### src/rtl/parking_entry_gate.sv
// parking_entry_gate: entry-lane controller with synchronized, debounced loop sensors, ID check and barrier FSM.
// Define GATE_REJECT_STATS_EN to add the saturating reject_count / timeout_count outputs.
module parking_entry_gate #(
    parameter int DEBOUNCE_CYCLES = 16,
    parameter int ID_TIMEOUT      = 1000,
    parameter int OPEN_TIMEOUT    = 2000
) (
    input  logic        clk,
    input  logic        rst,
    input  logic        arrive_raw,
    input  logic        pass_raw,
    input  logic        uni_card,
    input  logic        guest_btn,
    input  logic        uni_is_vacated_space,
    input  logic        is_vacated_space,
    output logic        barrier_open,
    output logic        car_entered,
    output logic        is_uni_car_entered,
    output logic        reject,
    output logic [2:0]  gate_state
`ifdef GATE_REJECT_STATS_EN
    ,
    output logic [15:0] reject_count,
    output logic [15:0] timeout_count
`endif
);
    localparam int TMAX = (ID_TIMEOUT > OPEN_TIMEOUT) ? ID_TIMEOUT : OPEN_TIMEOUT;
    localparam int TW   = $clog2(TMAX) + 1;
    localparam int DW   = $clog2(DEBOUNCE_CYCLES + 1);

    typedef enum logic [2:0] {
        IDLE       = 3'd0,
        WAIT_ID    = 3'd1,
        OPEN       = 3'd2,
        PASSING    = 3'd3,
        WAIT_CLEAR = 3'd4
    } state_t;

    state_t             state_q, state_d;
    logic [1:0]         sync1_q, sync2_q, filt_q, filt_d;
    logic [1:0][DW-1:0] deb_cnt_q, deb_cnt_d;
    logic [TW-1:0]      timer_q, timer_d;
    logic               reject_q, reject_d, uni_q, uni_d, car_q, car_d, tmo;
    logic               arrive_f, pass_f;

    assign arrive_f = filt_q[0];
    assign pass_f   = filt_q[1];

    // A filtered bit flips only after DEBOUNCE_CYCLES consecutive disagreeing cycles.
    always_comb begin
        filt_d    = filt_q;
        deb_cnt_d = '0;
        for (int i = 0; i < 2; i++) begin
            if (sync2_q[i] != filt_q[i]) begin
                deb_cnt_d[i] = deb_cnt_q[i] + 1'b1;
                if (deb_cnt_q[i] == DW'(DEBOUNCE_CYCLES - 1)) begin
                    filt_d[i]    = sync2_q[i];
                    deb_cnt_d[i] = '0;
                end
            end
        end
    end

    always_comb begin
        state_d  = state_q;
        reject_d = reject_q;
        uni_d    = uni_q;
        car_d    = 1'b0;
        tmo      = 1'b0;
        case (state_q)
            IDLE: if (arrive_f) state_d = WAIT_ID;
            WAIT_ID: begin
                if (uni_card || guest_btn) begin
                    if (uni_card ? uni_is_vacated_space : is_vacated_space) begin
                        state_d = OPEN;
                        uni_d   = uni_card;
                    end else begin
                        state_d  = WAIT_CLEAR;
                        reject_d = 1'b1;
                    end
                end else if (!arrive_f) begin
                    state_d = IDLE;
                end else if (timer_q >= TW'(ID_TIMEOUT - 1)) begin
                    state_d = WAIT_CLEAR;
                    tmo     = 1'b1;
                end
            end
            OPEN: begin
                if (pass_f) begin
                    state_d = PASSING;
                end else if (timer_q >= TW'(OPEN_TIMEOUT - 1)) begin
                    state_d = WAIT_CLEAR;
                    tmo     = 1'b1;
                end
            end
            PASSING: begin
                if (!pass_f) begin
                    state_d = IDLE;
                    car_d   = 1'b1;
                end
            end
            WAIT_CLEAR: begin
                if (!arrive_f) begin
                    state_d  = IDLE;
                    reject_d = 1'b0;
                end
            end
            default: state_d = IDLE;
        endcase
        timer_d = (state_d != state_q) ? '0 : (&timer_q ? timer_q : timer_q + 1'b1);
    end

    always_ff @(posedge clk) begin
        if (rst) begin
            sync1_q   <= '0;
            sync2_q   <= '0;
            filt_q    <= '0;
            deb_cnt_q <= '0;
            state_q   <= IDLE;
            timer_q   <= '0;
            reject_q  <= 1'b0;
            uni_q     <= 1'b0;
            car_q     <= 1'b0;
        end else begin
            sync1_q   <= {pass_raw, arrive_raw};
            sync2_q   <= sync1_q;
            filt_q    <= filt_d;
            deb_cnt_q <= deb_cnt_d;
            state_q   <= state_d;
            timer_q   <= timer_d;
            reject_q  <= reject_d;
            uni_q     <= uni_d;
            car_q     <= car_d;
        end
    end

    assign barrier_open       = (state_q == OPEN) || (state_q == PASSING);
    assign car_entered        = car_q;
    assign is_uni_car_entered = uni_q;
    assign reject             = reject_q;
    assign gate_state         = state_q;

`ifdef GATE_REJECT_STATS_EN
    logic [15:0] rej_cnt_q, rej_cnt_d, tmo_cnt_q, tmo_cnt_d;
    always_comb begin
        rej_cnt_d = (reject_d && !reject_q && rej_cnt_q != 16'hFFFF) ? rej_cnt_q + 16'd1 : rej_cnt_q;
        tmo_cnt_d = (tmo && tmo_cnt_q != 16'hFFFF) ? tmo_cnt_q + 16'd1 : tmo_cnt_q;
    end
    always_ff @(posedge clk) begin
        if (rst) begin
            rej_cnt_q <= '0;
            tmo_cnt_q <= '0;
        end else begin
            rej_cnt_q <= rej_cnt_d;
            tmo_cnt_q <= tmo_cnt_d;
        end
    end
    assign reject_count  = rej_cnt_q;
    assign timeout_count = tmo_cnt_q;
`endif
endmodule

### config.mk
export PLATFORM = sky130hd
export DESIGN_NAME = parking_entry_gate
export DESIGN_NICKNAME = d
export VERILOG_FILES = /design/src/rtl/parking_entry_gate.sv
export SDC_FILE = /design/constraint.sdc
export NUM_CORES = 1
export LEC_CHECK = 0
export BUFFER_PORTS_ARGS = -buffer_cell sky130_fd_sc_hd__buf_4
export CORE_ASPECT_RATIO = 0.7
export CORE_UTILIZATION = 62
export DETAILED_ROUTE_END_ITERATION = 10
export PLACE_DENSITY = 0.85
export SLEW_MARGIN = 30
export SYNTH_ARGS = -nofsm -noshare
export SYNTH_HDL_FRONTEND = slang
export SYNTH_SLANG_ARGS = --single-unit
export TNS_END_PERCENT = 50
### constraint.sdc
create_clock -name clk -period 3.5 [get_ports clk]
set_clock_uncertainty 0.1 [all_clocks]
set_input_delay 0.7 -clock clk [delete_from_list [all_inputs] [get_ports clk]]
set_output_delay 0.7 -clock clk [all_outputs]
set_load 0.01 [all_outputs]
# After elaboration in Yosys (flattened, before gate mapping)

Index checks and enable logic that the tools add are counted.

Register bits: 34
Bits of input ports: 8
Output and inout bits: 7

$add $sub $neg: 3
Magnitude comparators: 2
Equality and inequality tests: 12
Multiplexer cells: 16
Bitwise operators: 3
Reduce and logical (&&, ||, !) cells: 13

Operator list:

| kind                  | count |
|---|---|
| $mux 3                | 9 |
| $pmux 3 s5            | 1 |
| $add 12x1->12 const B | 1 |
| $ge 12x10->1 const B  | 1 |
| $ge 12x11->1 const B  | 1 |
| $reduce_and 12->1     | 1 |
| $add 5x1->5 const B   | 2 |
| $eq 5x4->1 const B    | 2 |
| $eq 3x2->1 const B    | 2 |
| $ne 2x2->1 const B    | 3 |
| $reduce_or 3->1       | 2 |
| $mux 1                | 5 |
| $reduce_and 2->1      | 2 |
| $reduce_and 4->1      | 1 |
| $reduce_or 2->1       | 2 |
| $eq 3x1->1 const B    | 1 |
| $eq 3x3->1 const B    | 1 |
| $logic_not 3->1       | 1 |
| $ne 3x3->1            | 1 |
| $not 1->1             | 3 |
| $reduce_and 3->1      | 1 |
| $logic_or 1x1->1      | 2 |
| $ne 1x1->1            | 2 |
| $pmux 1 s2            | 1 |
| $reduce_bool 2->1     | 1 |

# Depth between registers and ports, before layout

Word-level depth: 7
Depth in mapped cells: 6
Gate-level depth less buffers: 5

# Worst setup path before layout

Ideal clock, no wire load.

Path type: register -> register
Start: register timer_q[0]
End: register timer_q[11]
Library setup time: 0.088 ns
Arrival: 1.706 ns
Required time: 3.312 ns
Path slack: 1.607 ns
Stages on the path, launching flop included: 7
Path buffers: 1
Period minus slack after synthesis: 1.893 ns
Cell sequence: dfxtp_1 -> ha_1 -> a311oi_2 -> nor4b_2 -> a221o_1 -> buf_6 -> nor4_4

Cells in the longest elaborated chain, start to end: 7
Elaborated cells between the ends (all ways): 12
Those cells by class: 1 x add/sub; 2 x order compare; 1 x eq/ne; 6 x mux; 2 x reduce/logical

RTL lines:

| item                             | line | RTL |
|---|---|---|
| start, declared                  | 42   | `logic [TW-1:0] timer_q, timer_d;` |
| start signal, assigned           | 130  | `timer_q <= timer_d;` |
| $ge 12x10->1                     | 83   | `end else if (timer_q >= TW'(ID_TIMEOUT - 1)) begin` |
| $mux 3                           | 83   |  |
| $mux 3                           | 81   | `end else if (!arrive_f) begin` |
| $mux 3                           | 73   | `if (uni_card \|\| guest_btn) begin` |
| $pmux 3 s5                       | 70   | `case (state_q)` |
| $ne 3x3->1                       | 110  | `timer_d = (state_d != state_q) ? '0 : (&timer_q ? timer_q : timer_q + 1'b1);` |
| $reduce_or 2->1 (no source line) | -    |  |

Parallel ways exist; a longest one is shown, timed or not.
A chain may end at the register's enable or synchronous reset.

# Worst setup path in the final report

Start: register timer_q[0]
End: register timer_q[1]

Same word-level chain as after synthesis.

==> results.json <==
{
  "status": "finished, final reports clean",
  "grt_start_max_net_pins": 16,
  "numPortBuffers": 14,
  "synth_top_cell_by_area": "dfxtp_1",
  "hold_depth": 1,
  "die_w_um": 64.80,
  "layout-drive-gt1-share_pct": 16.42,
  "slew_violations": 0,
  "cts_max_path_buffers": 2,
  "fillers": 189,
  "synth_top_area_share_pct": 39.77,
  "leakage_nw": 0.6800,
  "synth_area_leaders": "dfxtp_1 (40%), nor2_1 (6.1%), ha_1 (3.7%), nor4_2 (3.7%), mux2i_1 (2.3%)",
  "cts_root_buf": "clkbuf_8",
  "gp_congestion": 0.8676,
  "drc": 0,
  "design_area_mm2": 0.001881,
  "grt_pass1_vias": 1277,
  "vias": 1446,
  "netlist_area_mm2": 0.001712,
  "cts_tree": "built",
  "ys_ff_latch": 34,
  "synth-edff-count": 0,
  "antenna_found_initial": 0,
  "synth_cell_type_count": 51,
  "setup_viol": 0,
  "cts_buffers": 5,
  "reg2reg_depth": 5,
  "rsz0062_at_grt": "no",
  "cts_sinks": 34,
  "relSlewSlack_pct": 59.41,
  "period_share_pct": 63.00,
  "via_per_inst": 6.153,
  "r2r_slack_ns": 1.29,
  "tightest_slew_ns": 0.6087,
  "num-nets-final": 214,
  "postCtsSetupBuffers": 0,
  "routedWlPerCell_um": 15.04,
  "wl_um": 3534,
  "hold_violations": 0,
  "min_to": "deb_cnt_q[5]",
  "first_iter_violations": 52,
  "mostFrequentLayoutCell": "dfxtp_1",
  "min_from": "deb_cnt_q[5]",
  "min_period_ns": 2.205,
  "dp_hpwl_um": 2647,
  "async_flop_share_pct": 0,
  "grt-ovfl-total": 0,
  "yosysWarnings": 0,
  "worstPathMaxFanout": 12,
  "io-pin-count": 15,
  "syn_inst": 189,
  "min_path_type": "flip-flop to flip-flop",
  "final_antenna_net_count": 0,
  "r2r-start": "timer_q[0]",
  "hold_buffers": 0,
  "yosysSeqAreaShare_pct": 39.77,
  "drt_pass1_iterations": 4,
  "dieArea_mm2": 0.002978,
  "antennaDiodeCount": 0,
  "worst_ir_drop_vdd_mv": 0.2667,
  "fmax_mhz": 453.5,
  "grt_pass1_wl_um": 5720,
  "area_delta_synth_final_pct": 9.868,
  "rows": 15,
  "layout_common_cells": "dfxtp_1 (34), nor2_1 (28), buf_4 (14)",
  "grt_use_total_pct": 26.56,
  "end_kind": "flip-flop",
  "clk_pin_slew_ns": 0.07,
  "placed_area_mm2": 0.001802,
  "core_mm2": 0.002534,
  "required_ns": 3.54,
  "synth_ff_type": "dfxtp_1",
  "path_class": "flip-flop to flip-flop",
  "r2r_end": "timer_q[1]",
  "max-cap-violations": 0,
  "cp-start-kind": "flip-flop",
  "avgSynthCellArea_um2": 9.056,
  "powerDensity_mw_per_mm2": 368.8,
  "worstPathArrival_ns": 2.25,
  "synth_nets": 202,
  "htree_num_levels": 2,
  "post-route-util_pct": 74.22,
  "clock_latency_ns": 0.29,
  "fp.dieH_um": 45.96,
  "finalSetupTns_ns": 0,
  "post_cts_resize_count": 0,
  "start_util_pct": 67.56
}
how the worst max path moves through the flow:
stage | endpoint | slack [ns] | start
CTS | timer_q[1] | 1.30 | timer_q[0]
global placement | timer_q[8] | 1.44 | timer_q[0]
global route | timer_q[1] | 1.14 | timer_q[0]
floorplan | timer_q[11] | 1.61 | timer_q[0]
detailed placement | timer_q[1] | 1.32 | timer_q[0]
finish | timer_q[1] | 1.29 | timer_q[0]
metrics by stage:
step           worst slack, ns  total power [W]  cells  hold WS [ns]
2_1_floorplan            1.607        0.0004244    189        0.3138
3_3_place_gp             1.435        0.0004333    228        0.3274
3_5_place_dp             1.317        0.0004369    228        0.3356
4_1_cts                  1.296        0.0006994    235        0.3529
5_1_grt                  1.136        0.0007187    235        0.3640
6_report                 1.295        0.0006935    235        0.3509
report_power, final:
part / switching [W] / internal, W / leakage, nW
clock network: 0.000132 / 0.000133 / 0.0438
registers: 0.00000528 / 0.000393 / 0.275
logic: 0.0000164 / 0.0000137 / 0.361
total: 0.000154 / 0.000540 / 0.680
worst max-delay path: stages (launching register included):
cell	delay, ns
dfxtp_1	0.37
ha_1	0.31
a311oi_2	0.15
nor4b_2	0.38
a221o_1	0.62
nor3_1	0.14
logic make-up after synthesis:
| kind of cell | synth area share [%] |
|---|---|
| and+or+nand+nor | 29.97 |
| AOI/OAI and AO/OA | 15.57 |
| DFF | 39.77 |
| buffers and inverters | 5.117 |
| xor gates and xnor gates | 3.582 |
| adders and majority gates | 3.655 |
| muxes | 2.339 |
per-layer routing:
| metal | up-vias | GRT usage [%] | part of all wire, % | wire, um |
|---|---|---|---|---|
| met3 | 12 | 6.000 | 4.9 | 174 |
| met1 | 679 | 32.62 | 45 | 1578 |
| met5 | - | 0 | 0 | 0 |
| met4 | 0 | 14.67 | 2.5 | 90 |
| li1 | 713 | - | - | - |
| met2 | 42 | 44.17 | 48 | 1689 |
cell usage after synthesis, types with 2 or more instances:
cell type,number
nor2_1,28
a211oi_1,3
and3_1,3
or3_1,2
xor2_1,3
nor4_1,2
clkbuf_1,2
nor3_1,8
inv_1,8
a31oi_1,4
ha_1,5
nand2b_1,5
nand2_1,9
mux2i_1,4
nor2b_1,5
dfxtp_1,34
buf_6,2
o31ai_1,3
a21oi_1,5
nand3_1,4
nor4_2,5
buf_2,4
nand4_1,4
a21o_1,3
o21ai_0,4
xnor2_1,4
nor4b_1,2
state kept, by name, indices dropped and copies added, names as in the netlist:
signal              cells
sync2_q                 2
gate_state              3
timer_q                12
sync1_q                 2
is_uni_car_entered      1
car_entered             1
deb_cnt_q              10
reject                  1
filt_q                  2
final cells by class:
| class | instances | area [um^2] | share of cell area (%) |
|---|---|---|---|
| Timing Repair Buffer | 14 | 105.1 | 5.589 |
| Tap cell | 34 | 42.54 | 2.262 |
| Clock inverter | 2 | 10.01 | 0.5323 |
| Sequential cell | 34 | 680.7 | 36.19 |
| Multi-Input combinational cell | 138 | 943.4 | 50.17 |
| Clock buffer | 5 | 68.82 | 3.659 |
| Inverter | 8 | 30.03 | 1.597 |
Power figures use the tool's default switching activity.
